$ cat src/rtl/decode_pkg.sv
// Shared decode types: format codes, opcodes, immediate widths, buffer entry.
// Used by imm_extract and imm_field_decode.
package decode_pkg;

    localparam int IMM12_W = 12;
    localparam int IMM20_W = 20;

    localparam logic [6:0] OP_OP     = 7'b0110011;
    localparam logic [6:0] OP_IMM    = 7'b0010011;
    localparam logic [6:0] OP_LOAD   = 7'b0000011;
    localparam logic [6:0] OP_JALR   = 7'b1100111;
    localparam logic [6:0] OP_SYSTEM = 7'b1110011;
    localparam logic [6:0] OP_FENCE  = 7'b0001111;
    localparam logic [6:0] OP_STORE  = 7'b0100011;
    localparam logic [6:0] OP_BRANCH = 7'b1100011;
    localparam logic [6:0] OP_LUI    = 7'b0110111;
    localparam logic [6:0] OP_AUIPC  = 7'b0010111;
    localparam logic [6:0] OP_JAL    = 7'b1101111;

    typedef enum logic [2:0] {
        FMT_R   = 3'd0,
        FMT_I   = 3'd1,
        FMT_S   = 3'd2,
        FMT_B   = 3'd3,
        FMT_U   = 3'd4,
        FMT_J   = 3'd5,
        FMT_ILL = 3'd7
    } imm_fmt_e;

    typedef enum logic [1:0] {
        BUF_EMPTY = 2'd0,
        BUF_ONE   = 2'd1,
        BUF_TWO   = 2'd2
    } buf_state_e;

    typedef struct packed {
        logic [31:0]        instr;
        imm_fmt_e           fmt;
        logic [IMM12_W-1:0] imm12;
        logic [IMM20_W-1:0] imm20;
        logic               illegal;
    } dec_entry_t;

endpackage

$ cat src/rtl/imm_extract.sv
// Combinational opcode classifier and raw immediate extractor.
// ILLEGAL_OPCODE_CHECK_EN: unlisted opcodes flag illegal instead of decoding as I.
module imm_extract
    import decode_pkg::*;
(
    input  logic [31:0]        instr,
    output imm_fmt_e           fmt,
    output logic [IMM12_W-1:0] imm12,
    output logic [IMM20_W-1:0] imm20,
    output logic               illegal
);

    always_comb begin
        fmt     = FMT_I;
        illegal = 1'b0;
        unique case (instr[6:0])
            OP_OP:     fmt = FMT_R;
            OP_IMM,
            OP_LOAD,
            OP_JALR,
            OP_SYSTEM,
            OP_FENCE:  fmt = FMT_I;
            OP_STORE:  fmt = FMT_S;
            OP_BRANCH: fmt = FMT_B;
            OP_LUI,
            OP_AUIPC:  fmt = FMT_U;
            OP_JAL:    fmt = FMT_J;
            default: begin
`ifdef ILLEGAL_OPCODE_CHECK_EN
                fmt     = FMT_ILL;
                illegal = 1'b1;
`else
                fmt     = FMT_I;
`endif
            end
        endcase
    end

    // Immediates are raw bit gathers; sign extension and shifts live downstream.
    always_comb begin
        imm12 = '0;
        imm20 = '0;
        unique case (fmt)
            FMT_I: imm12 = instr[31:20];
            FMT_S: imm12 = {instr[31:25], instr[11:7]};
            FMT_B: imm12 = {instr[31], instr[7], instr[30:25], instr[11:8]};
            FMT_U: imm20 = instr[31:12];
            FMT_J: imm20 = {instr[31], instr[19:12], instr[20], instr[30:21]};
            default: begin
                imm12 = '0;
                imm20 = '0;
            end
        endcase
    end

endmodule

$ cat src/rtl/imm_field_decode.sv
// Decode stage: classify format, extract immediates, hold in a 2-entry skid buffer.
// ILLEGAL_OPCODE_CHECK_EN selects illegal-opcode flagging in imm_extract.
module imm_field_decode
    import decode_pkg::*;
#(
    parameter int PC_WIDTH = 32
) (
    input  logic                clk,
    input  logic                rst_n,
    input  logic                flush,
    input  logic                in_valid,
    output logic                in_ready,
    input  logic [31:0]         in_instr,
    input  logic [PC_WIDTH-1:0] in_pc,
    output logic                out_valid,
    input  logic                out_ready,
    output logic [31:0]         out_instr,
    output logic [PC_WIDTH-1:0] out_pc,
    output imm_fmt_e            out_fmt,
    output logic [IMM12_W-1:0]  out_imm12,
    output logic [IMM20_W-1:0]  out_imm20,
    output logic                out_illegal
);

    buf_state_e          state_q;
    buf_state_e          state_d;
    dec_entry_t          dec;
    dec_entry_t          main_q;
    dec_entry_t          skid_q;
    logic [PC_WIDTH-1:0] main_pc;
    logic [PC_WIDTH-1:0] skid_pc;
    logic                accept;
    logic                pop;

    imm_extract u_extract (
        .instr   (in_instr),
        .fmt     (dec.fmt),
        .imm12   (dec.imm12),
        .imm20   (dec.imm20),
        .illegal (dec.illegal)
    );

    assign dec.instr = in_instr;
    assign accept    = in_valid & in_ready;
    assign pop       = out_valid & out_ready;

    always_ff @(posedge clk or negedge rst_n) begin
        if (!rst_n) begin
            state_q <= BUF_EMPTY;
        end else begin
            state_q <= state_d;
        end
    end

    always_comb begin
        state_d = state_q;
        unique case (state_q)
            BUF_EMPTY: if (accept) state_d = BUF_ONE;
            BUF_ONE: begin
                if (accept && !pop) begin
                    state_d = BUF_TWO;
                end else if (!accept && pop) begin
                    state_d = BUF_EMPTY;
                end
            end
            BUF_TWO: if (pop) state_d = BUF_ONE;
            default: state_d = BUF_EMPTY;
        endcase
        if (flush) begin
            state_d = BUF_EMPTY;
        end
    end

    // Handshake outputs depend on registered state only.
    always_comb begin
        in_ready  = (state_q != BUF_TWO);
        out_valid = (state_q != BUF_EMPTY);
    end

    always_ff @(posedge clk or negedge rst_n) begin
        if (!rst_n) begin
            main_q  <= '0;
            skid_q  <= '0;
            main_pc <= '0;
            skid_pc <= '0;
        end else if (!flush) begin
            if (accept && (state_q == BUF_EMPTY || pop)) begin
                main_q  <= dec;
                main_pc <= in_pc;
            end else if (pop && state_q == BUF_TWO) begin
                main_q  <= skid_q;
                main_pc <= skid_pc;
            end
            if (accept && !pop && state_q == BUF_ONE) begin
                skid_q  <= dec;
                skid_pc <= in_pc;
            end
        end
    end

    assign out_instr   = main_q.instr;
    assign out_pc      = main_pc;
    assign out_fmt     = main_q.fmt;
    assign out_imm12   = main_q.imm12;
    assign out_imm20   = main_q.imm20;
    assign out_illegal = main_q.illegal;

endmodule

$ cat config.mk
export PLATFORM = sky130hd
export DESIGN_NAME = imm_field_decode
export DESIGN_NICKNAME = d
export VERILOG_FILES = /design/src/rtl/decode_pkg.sv /design/src/rtl/imm_extract.sv /design/src/rtl/imm_field_decode.sv
export SDC_FILE = /design/constraint.sdc
export NUM_CORES = 1
export LEC_CHECK = 0
export BUFFER_PORTS_ARGS = -buffer_cell sky130_fd_sc_hd__buf_2
export CORE_MARGIN = 2
export CORE_UTILIZATION = 50
export CTS_CLUSTER_DIAMETER = 40
export DETAILED_ROUTE_END_ITERATION = 6
export PLACE_DENSITY = 0.76
export SLEW_MARGIN = 20
export SYNTH_ARGS = -nofsm -noshare
export SYNTH_HDL_FRONTEND = slang
export SYNTH_SLANG_ARGS = --single-unit
$ cat constraint.sdc
create_clock -name clk -period 1.65 [get_ports clk]
set_input_delay 0.33 -clock clk [delete_from_list [all_inputs] [get_ports clk]]
set_output_delay 0.33 -clock clk [all_outputs]
set_load 0.03 [all_outputs]
==> results of run 1 <==
worst register-to-register path: cells and delay by family, from the launching register on:
kind                   cells  cell delay (ns)
muxes                      1             0.20
buffers and inverters      2             0.33
DFF                        1             0.41
AOI/OAI and AO/OA          3             0.64
power by group:
group | switching, µW | total [µW] | internal [µW]
clock network | 1930 | 4580 | 2660
registers | 587 | 6590 | 6000
logic | 2730 | 4410 | 1680
metrics by stage:
| step | worst slack, ns | hold WS (ns) | std cells | utilization [%] | instance area [µm²] |
|---|---|---|---|---|---|
| after floorplan | -0.0362 | 0.0344 | 836 | - | 9280 |
| after global placement | -0.00129 | 0.260 | 1192 | 58.5 | 10600 |
| after detailed placement | -0.0452 | 0.259 | 1192 | 58.5 | 10600 |
| after CTS | -0.0364 | 0.127 | 1225 | 62.3 | 11300 |
| after global routing | -0.131 | 0.120 | 1241 | 65.4 | 11800 |
| final | -0.0556 | 0.133 | 1241 | 65.4 | 11800 |
per-layer routing:
layer	GRT usage, %	wire, µm
met2	38.8	12600
met3	5.95	1950
met1	34.9	10700
met4	9.41	696
met5	0	0
worst max-delay path by stage:
| stage | from | end | depth (start not counted) |
|---|---|---|---|
| 2_1_floorplan | state_q[1]$_DFFE_PN0P_ | skid_q[53]$_DFFE_PN0P_ | 6 |
| 3_3_place_gp | in_instr[4] | out_imm12[4]$_DFFE_PN0P_ | 5 |
| 3_5_place_dp | in_instr[4] | out_imm12[1]$_DFFE_PN0P_ | 5 |
| 4_1_cts | state_q[1]$_DFFE_PN0P_ | out_imm12[4]$_DFFE_PN0P_ | 6 |
| 5_1_grt | state_q[1]$_DFFE_PN0P_ | out_imm12[0]$_DFFE_PN0P_ | 6 |
| 6_report | state_q[1]$_DFFE_PN0P_ | out_imm20[0]$_DFFE_PN0P_ | 6 |
cell type report:
type | count | area share, %
flip-flops and latches | 200 | 42.3
multi-input cells | 546 | 34.7
repair buffers | 232 | 15.0
clock buffers | 20 | 3.86
well taps | 229 | 2.42
clock inverters | 11 | 1.56
inverters | 2 | 0.0635
diodes | 1 | 0.0212
flip-flops by register name (all words and copies together) (netlist names):
register,flops
out_instr,32
skid_q,67
out_imm20,20
state_q,2
skid_pc,32
out_pc,32
out_imm12,12
out_fmt,3
cell usage in the layout, fill, tap and decap left out, types with 5 or more instances in the layout:
master     count
o31ai_1       10
o21ai_0      114
a21oi_1       10
inv_6          6
a32o_1         6
a22oi_1       19
buf_6         11
o31ai_2       13
mux2_2        52
a31oi_1        5
buf_12        19
o21ai_2        9
nand4_1        6
buf_4         23
buf_2        167
o21ai_1       75
mux2i_1       72
nand2_2        9
nand2_1       29
nor2_1        29
mux2_4        14
a221oi_1      18
o211ai_1       6
nor3_1         6
dfrtp_1      200
clkbuf_16     24
logic make-up after synthesis:
group	after synthesis	synth area share, %
other	1	0.0404
buffers and inverters	90	4.84
muxes	140	16.6
AOI/OAI and AO/OA	303	19.4
and+or+nand+nor	101	5.15
xor gates and xnor gates	1	0.0944
DFF	200	53.9
what timing repair did:
action                                  4_1_cts  5_1_grt
cloned                                        1        9
buffers inserted                              0        6
resized for setup                             9      139
hold endpoints to repair                     29        0
endpoints found under the setup margin       40      190
hold buffers                                  1        0
pin swaps                                     1        4
==> run summary, run 1 <==
Sink Count = 200
CTS tree = done
Post-synth design cell area = 9280 µm²
Layout cells sized above 1 = 37.8%
CTS buffer count = 17
Reg clk slew, reported paths = 0.08 ns
Failing checks = negative setup slack
# rows = 49
Post-DRT Antenna Nets = 0
LEAKAGE = 0.00551 µW
Crit Path Class = reg -> reg
Worst clock skew = 0.0103 ns
Via count = 7653
Pre-Repair DR Iteration Count = 6
Total power draw = 15600 µW
CTS max path bufs = 2
Root Driver = clkbuf_16
Worst reg2reg path startpoint = state_q[1]$_DFFE_PN0P_
Gr usage total = 25.2%
Slowest library cell on the worst path = dfrtp_1
Final Cycle Share = 103%
Minimum clock period = 1.71 ns
Core ar. = 18100 µm²
Synth Instances = 836
DRT Wirelength = 26000 µm
CP bufs+invs = 2
Worst Hold Class = in -> reg
H-tree level count = 4
Die width = 140 µm
CP peak stage delay = 0.41 ns
CP arrival = 2.02 ns
Drt drc = 0
R2R Setup Slk = -0.06 ns
Fillcell total = 1336
Synth Area per Inst = 11.1 µm²
CP Capture Type = register
Hold Crit Depth = 2
R2R Path End = out_imm20[0]$_DFFE_PN0P_
Clock Latency Late Sink = 0.44 ns
Hold Path Sink = skid_pc[1]$_DFFE_PN0P_
Area occupied by multi-input gates = 4110 µm²
Setup TNS = -1.13 ns
Vias in the first global route = 7254
Most numerous cell in the Yosys netlist = dfrtp_1
Largest net degree at the start of global routing = 59
Leading area contributor after synthesis = dfrtp_1
Drt wl/cell = 21.0 µm
Final slew viol count = 0
Post-synth top flop = dfrtp_1
Worst Slack Setup Final = -0.0556 ns
RSZ-0062 raised after global routing = true
CP max FO = 27
Outcome = finished with violations
CP required = 1.96 ns
Avg Vias per Cell = 6.17
GRT overflow = 0
CP Launch Type = register
First-pass GRT wire length = 39300 µm
Max IR drop VDD = 0.824 mV
Drt first-iter violations = 784
Die height = 140 µm
Synth unique cells = 47
Hold_sp = in_pc[1]
Worst reg-to-reg path cell count = 6
Final setup viols = 73
Die Area = 19700 µm²
Initial antenna violation count = 1
Worst path cell trace = buf_4, mux2i_4, o21a_4, buf_12, o21ai_0, o31ai_2
Final hold vios = 0
GP Congestion = 0.803
Max_cap viols = 0
Syn nets = 905
Share of the synthesized area in the top cell type = 53.9%
YS warnings = 0
Synth cell count leaders = dfrtp_1 (200), o21ai_0 (198), mux2i_1 (74)
Register area share after synthesis = 53.9%
Register area = 5000 µm²
Initial Util = 51.3%
Async set or reset register ratio after synthesis = 100%
Register bit total from synthesis = 200
Syn-to-layout area delta = 27.4%
CP top delay family = compound AO/OA/AOI/OAI gates
Nets = 1068
DP HPWL = 15900 µm
Buffers on Ports = 169
Main area contributors after synthesis = dfrtp_1 (54%), o21ai_0 (11%), mux2i_1 (8.0%)
Worst Max-Slew Pin Slew = 0.541 ns
Power Density = 1320 nW/µm²
# IOs = 171
Post-synth EDFFs = 0
Relative slew slack = 63.6%
Max Freq = 586 MHz
No activity file was read; power rests on OpenSTA's default activity.
==> run 2, diff against run 1 <==
--- a/config.mk
+++ b/config.mk
@@ -7,10 +7,10 @@
 export LEC_CHECK = 0
 export BUFFER_PORTS_ARGS = -buffer_cell sky130_fd_sc_hd__buf_2
 export CORE_MARGIN = 2
-export CORE_UTILIZATION = 50
+export CORE_UTILIZATION = 42
 export CTS_CLUSTER_DIAMETER = 40
 export DETAILED_ROUTE_END_ITERATION = 6
-export PLACE_DENSITY = 0.76
+export PLACE_DENSITY = 0.65
 export SLEW_MARGIN = 20
 export SYNTH_ARGS = -nofsm -noshare
 export SYNTH_HDL_FRONTEND = slang
==> run 2 against run 1 <==
Compared with the run above: largest cell class unchanged; clock power is 7.6% lower; first-iteration DRC count shrank 22%; global-route usage is 4.0 points lower; register-to-register slack is essentially flat; clock skew increased by 0.0016 ns; worst setup slack improved by 0.0050 ns; via count fell by 2.7%; the run still ends with negative setup slack left; count of clock-buffer cells in the layout fell by 3; sequential power is essentially flat; routed wire length up 1.5%; core utilization decreased by 11 points; die area rose by 18%.
==> run summary, run 2 (synthesis gave the netlist of run 1 again) <==
Outcome = finished with violations
Failing checks = negative setup slack
Register area = 5000 µm²
RSZ-0062 raised after global routing = true
Via count = 7450
Syn-to-layout area delta = 26.6%
Sink Count = 200
H-tree level count = 4
Final Cycle Share = 103%
CP max FO = 31
CP arrival = 2.02 ns
Layout cells sized above 1 = 36.6%
Slowest library cell on the worst path = or3_4
Placed insts = 1242
Buffers on Ports = 169
Final setup viols = 81
Top reg by flops = skid_q
Gr usage total = 21.2%
Worst path cell trace = nand3b_1, or3_4, buf_12, mux2_4
Max Freq = 588 MHz
Max_cap viols = 0
Final slew viol count = 0
LEAKAGE = 0.00545 µW
Drt drc = 0
Pre-Repair DR Iteration Count = 5
Crit Path Class = reg -> reg
Worst clock skew = 0.0119 ns
Max reg flops = 67
Drt first-iter violations = 609
CP Launch Type = register
CTS buffer count = 17
CP top delay family = simple AND/OR/NAND/NOR gates
Nets = 1066
Clock Latency Late Sink = 0.43 ns
Initial antenna violation count = 5
Die width = 153 µm
Most frequent cells in the layout = dfrtp_1 (200), buf_2 (167), o21ai_1 (99)
Worst Slack Setup Final = -0.0506 ns
Post-route non-filler standard cell count = 1293
Die Area = 23300 µm²
CTS tree = done
Final hold vios = 0
CP required = 1.97 ns
CP bufs+invs = 1
# IOs = 171
# rows = 54
DRT Wirelength = 26400 µm
Post-DRT Antenna Nets = 0
Initial Util = 42.7%
Minimum clock period = 1.70 ns
GRT overflow = 0
GP Congestion = 0.791
Most common cell after layout, fill and taps aside = dfrtp_1
DP HPWL = 16400 µm
CTS max path bufs = 2
Root Driver = clkbuf_16
Area occupied by multi-input gates = 4020 µm²
Fillcell total = 1917
First-pass GRT wire length = 39600 µm
Avg Vias per Cell = 5.76
Power Density = 1290 nW/µm²
CP Capture Type = register
Vias in the first global route = 7073
Worst Hold Class = in -> reg
Reg clk slew, reported paths = 0.08 ns
Core ar. = 21800 µm²
Max IR drop VDD = 0.761 mV
Die height = 153 µm
CP peak stage delay = 0.45 ns
Largest net degree at the start of global routing = 57
Drt wl/cell = 20.4 µm
Fin util = 54.0%
run 2: changes by cell type in the layout (fill, tap and decap cells not counted), sizes merged, moves of 2 or more:
cell / change
bufinv: -2
clkinvlp: +3
diode: +3
clkinv: +3
clkbuf: -3
run 2: report_power, final:
part           internal, µW  switching, µW  total (µW)
logic                  1670           2680        4350
clock network          2280           1960        4230
registers              6000            617        6620
total                  9950           5250       15200
run 2: area by class of cell:
class                      count  area share, %
tap                          280           2.98
antenna                        4         0.0852
clock inverter                14           1.40
clock buffer                  17           3.62
multi-input combinational    546           34.2
sequential                   200           42.6
timing repair buffer         230           15.0
inverter                       2         0.0639
run 2: through the flow:
| stage | worst slack (ns) | hold slack (ns) | setup TNS [ns] | cell area (µm²) | total power, µW |
|---|---|---|---|---|---|
| floorplan | -0.0362 | 0.0344 | -0.450 | 9280 | 9260 |
| detailed placement | -0.0399 | 0.304 | -0.225 | 10700 | 10800 |
| global route | -0.0956 | 0.133 | -7.35 | 11700 | 15900 |
| finish | -0.0506 | 0.142 | -1.54 | 11700 | 15200 |
| global placement | -0.00730 | 0.306 | -0.0117 | 10700 | 10700 |
| CTS | -0.0152 | 0.126 | -0.123 | 11300 | 15000 |
run 2: worst register-to-register path: stages (launching register included):
cell	delay, ns
dfrtp_1	0.41
nand3b_1	0.20
or3_4	0.45
buf_12	0.21
mux2_4	0.33
run 2: metal layers:
metal  GRT usage (%)  routed length (µm)  part of all wire [%]  vias up
met3            4.47                1580                   6.0       41
li1                -                   -                     -     3415
met2            33.3               12600                    48      256
met5               0                   7                 0.027        -
met4            6.79                 506                   1.9        2
met1            29.5               11700                    44     3736
run 2: timing repair:
item | 4_1_cts | 5_1_grt
endpoints found under the hold margin | 41 | 0
buffers inserted | 0 | 6
gates cloned | 0 | 9
gates resized for setup | 4 | 144
pin swaps | 0 | 4
hold buffers | 1 | 0
endpoints found under the setup margin | 18 | 146
run 2: worst paths after layout:
| kind | from | endpoint | slack [ns] | cells past startpoint |
|---|---|---|---|---|
| min in group asynchronous | rst_n | out_pc[11]$_DFFE_PN0P_ | 0.40 | 2 |
| setup / recovery | state_q[1]$_DFFE_PN0P_ | skid_q[54]$_DFFE_PN0P_ | -0.05 | 4 |
| setup reg to reg | state_q[1]$_DFFE_PN0P_ | skid_q[54]$_DFFE_PN0P_ | -0.05 | 4 |
| max in group asynchronous | rst_n | skid_q[42]$_DFFE_PN0P_ | 0.61 | 3 |
| hold reg to reg | skid_q[33]$_DFFE_PN0P_ | skid_q[33]$_DFFE_PN0P_ | 0.49 | 2 |
| hold / removal | in_pc[3] | skid_pc[3]$_DFFE_PN0P_ | 0.14 | 2 |
==> run 3, diff against run 2 <==
--- a/config.mk
+++ b/config.mk
@@ -14,4 +14,5 @@
 export SLEW_MARGIN = 20
 export SYNTH_ARGS = -nofsm -noshare
 export SYNTH_HDL_FRONTEND = slang
+export SYNTH_HIERARCHICAL = 1
 export SYNTH_SLANG_ARGS = --single-unit
==> run 3 against run 2 <==
Compared with the run above: the flow still finishes with violations (negative setup slack); register-to-register slack worse by 0.19 ns; flip-flop and latch count rose by 2; largest power group is now the clock network; power up 32%; sequential share of layout area is 4.8 points lower; first-iteration DRC count is 39% lower.
==> run summary, run 3 <==
Outcome = finished with violations
Failing checks = negative setup slack
Via count = 6283
Worst Max-Slew Pin Slew = 0.837 ns
Register area share after synthesis = 52.4%
Sink Count = 202
Power Density = 1500 nW/µm²
Drt drc = 0
R2R Setup Slk = -0.24 ns
Die width = 156 µm
Syn-to-layout area delta = 38.5%
# IOs = 171
Finished Cell Area = 13400 µm²
Antenna Cells = 0
Top reg by flops = skid_q
Hold Crit Depth = 2
Hold_sp = in_pc[27]
First-pass GRT wire length = 36500 µm
Initial antenna violation count = 0
Most numerous cell in the Yosys netlist = dfrtp_1
Drt wl/cell = 22.4 µm
CTS buffer count = 34
Final slew viol count = 0
Post-synth EDFFs = 0
Synth Area per Inst = 15.4 µm²
Crit Path Class = reg -> reg
Max Freq = 530 MHz
Synth Area in XOR/XNOR = 0%
Core ar. = 22600 µm²
Die Area = 24200 µm²
Layout cells sized above 1 = 67.8%
CTS max path bufs = 3
Die height = 156 µm
Multiplexer share of the synthesized area = 39.3%
Post-synthesis adder-cell area fraction = 0%
Synth unique cells = 33
Buffers on Ports = 170
Post-place setup slack = -0.550 ns
RSZ-0062 raised after global routing = true
DP HPWL = 15200 µm
Clock Latency Late Sink = 0.51 ns
Main area contributors after synthesis = dfrtp_1 (52%), mux2_2 (23%), mux2_4 (14%)
Synth Instances = 628
GRT overflow = 0
Fillcell total = 1705
YS warnings = 6
Final setup viols = 202
Synth Area in Compound Gates = 3.68%
Critical path launch point = state_q[1]$_DFFE_PN0P_
CP Capture Type = register
Post-DRT Antenna Nets = 0
DRT Wirelength = 26200 µm
Pre-Repair DR Iteration Count = 4
Post-synth top flop = dfrtp_1
Most common cell after layout, fill and taps aside = dfrtp_1
CP arrival = 2.26 ns
H-tree level count = 2
Minimum clock period = 1.89 ns
Synth cell count leaders = dfrtp_1 (202), mux2_2 (201), mux2_4 (90)
# rows = 55
CP Launch Type = register
Initial Util = 42.7%
Largest family of logic cells by synthesized area = multiplexers
Gr usage total = 19.1%
Post-route non-filler standard cell count = 1170
Placed insts = 1079
Worst reg2reg path startpoint = state_q[1]$_DFFE_PN0P_
Placed Instance Area = 11400 µm²
Worst Hold Class = in -> reg
CTS tree = done
Relative slew slack = 44.1%
Worst clock skew = 0.0229 ns
Setup TNS = -36.02 ns
Async set or reset register ratio after synthesis = 100%
LEAKAGE = 0.00679 µW
CP required = 2.03 ns
Root Driver = clkbuf_16
Reg clk slew, reported paths = 0.05 ns
Syn nets = 697
Drt first-iter violations = 374
Share of the synthesized area in the top cell type = 52.4%
Max IR drop VDD = 0.777 mV
Nets = 930
Register bit total from synthesis = 202
Worst Slack Setup Final = -0.237 ns
Total power draw = 20000 µW
Avg Vias per Cell = 5.37
Vias in the first global route = 6471
Most frequent cells in the layout = dfrtp_1 (202), mux2_4 (200), buf_2 (167)
Worst reg-to-reg path cell count = 5
Final hold vios = 0
Largest net degree at the start of global routing = 61
Max_cap viols = 0
Post-synth design cell area = 9650 µm²
Leading area contributor after synthesis = dfrtp_1
Final Cycle Share = 114%
Max reg flops = 68
GP Congestion = 0.827
CP max FO = 8
Post-Synth Simple-Gate Area = 1.69%
[run 3: cell count changes in the layout (fill, tap and decap cells not counted), sizes merged, moves of 19 or more]
cell | previous run | this run
a221oi | 19 | 0
a22o | 0 | 19
a22oi | 20 | 0
clkbuf | 25 | 56
mux2 | 66 | 301
mux2i | 74 | 6
nand2 | 39 | 14
nor2 | 31 | 6
o21ai | 200 | 0
o31ai | 25 | 0
[run 3: layer usage]
metal	up-vias	global-route usage [%]	wire length, µm
li1	2772	-	-
met1	3256	25.8	11500
met2	211	31.3	12700
met3	44	4.47	1660
met4	0	4.98	399
met5	-	0	0
[run 3: cell type report]
class | count | area [µm²] | area share (%)
inverter | 3 | 11.3 | 0.0843
timing repair buffer | 232 | 1970 | 14.7
tap | 285 | 357 | 2.67
multi-input combinational | 388 | 4800 | 35.9
clock buffer | 41 | 907 | 6.79
sequential | 202 | 5050 | 37.8
clock inverter | 19 | 260 | 1.95
[run 3: through the flow]
stage               hold slack (ns)  util (%)
floorplan                    0.0344         -
global placement              0.211      50.4
detailed placement            0.213      50.4
CTS                          0.0361      56.5
global route                 0.0662      59.2
finish                       0.0730      59.2
[run 3: worst max-delay path, stage by stage, from the launching register on]
cell,delay [ns]
dfrtp_1,0.40
or2_4,0.30
a21bo_4,0.31
clkbuf_16,0.21
mux2_4,0.30
mux2_4,0.26
[run 3: logic make-up after synthesis]
kind of cell | count (synthesis)
simple gates | 32
compound gates | 45
mux | 307
other cells | 1
buf+inv | 41
flops | 202
[run 3: power breakdown]
part / internal [µW] / switching [µW] / total (µW)
Combinational: 2940 / 2890 / 5830
Clock: 4730 / 2500 / 7230
Sequential: 6220 / 716 / 6930
[run 3: path summary, 6_finish.rpt]
kind,end
setup / recovery,out_pc[31]$_DFFE_PN0P_
max in group asynchronous,out_instr[17]$_DFFE_PN0P_
min in group asynchronous,out_pc[5]$_DFFE_PN0P_
hold reg to reg,skid_pc[12]$_DFFE_PN0P_
hold / removal,skid_pc[27]$_DFFE_PN0P_
setup reg to reg,out_pc[31]$_DFFE_PN0P_
[run 3: repair_timing]
item | 4_1_cts | 5_1_grt
hold buffers | 1 | 0
gates resized for setup | 16 | 34
pin swaps | 1 | 3
endpoints found under the hold margin | 32 | 0
endpoints found under the setup margin | 202 | 202
gates cloned | 3 | 24
buffers inserted | 2 | 1
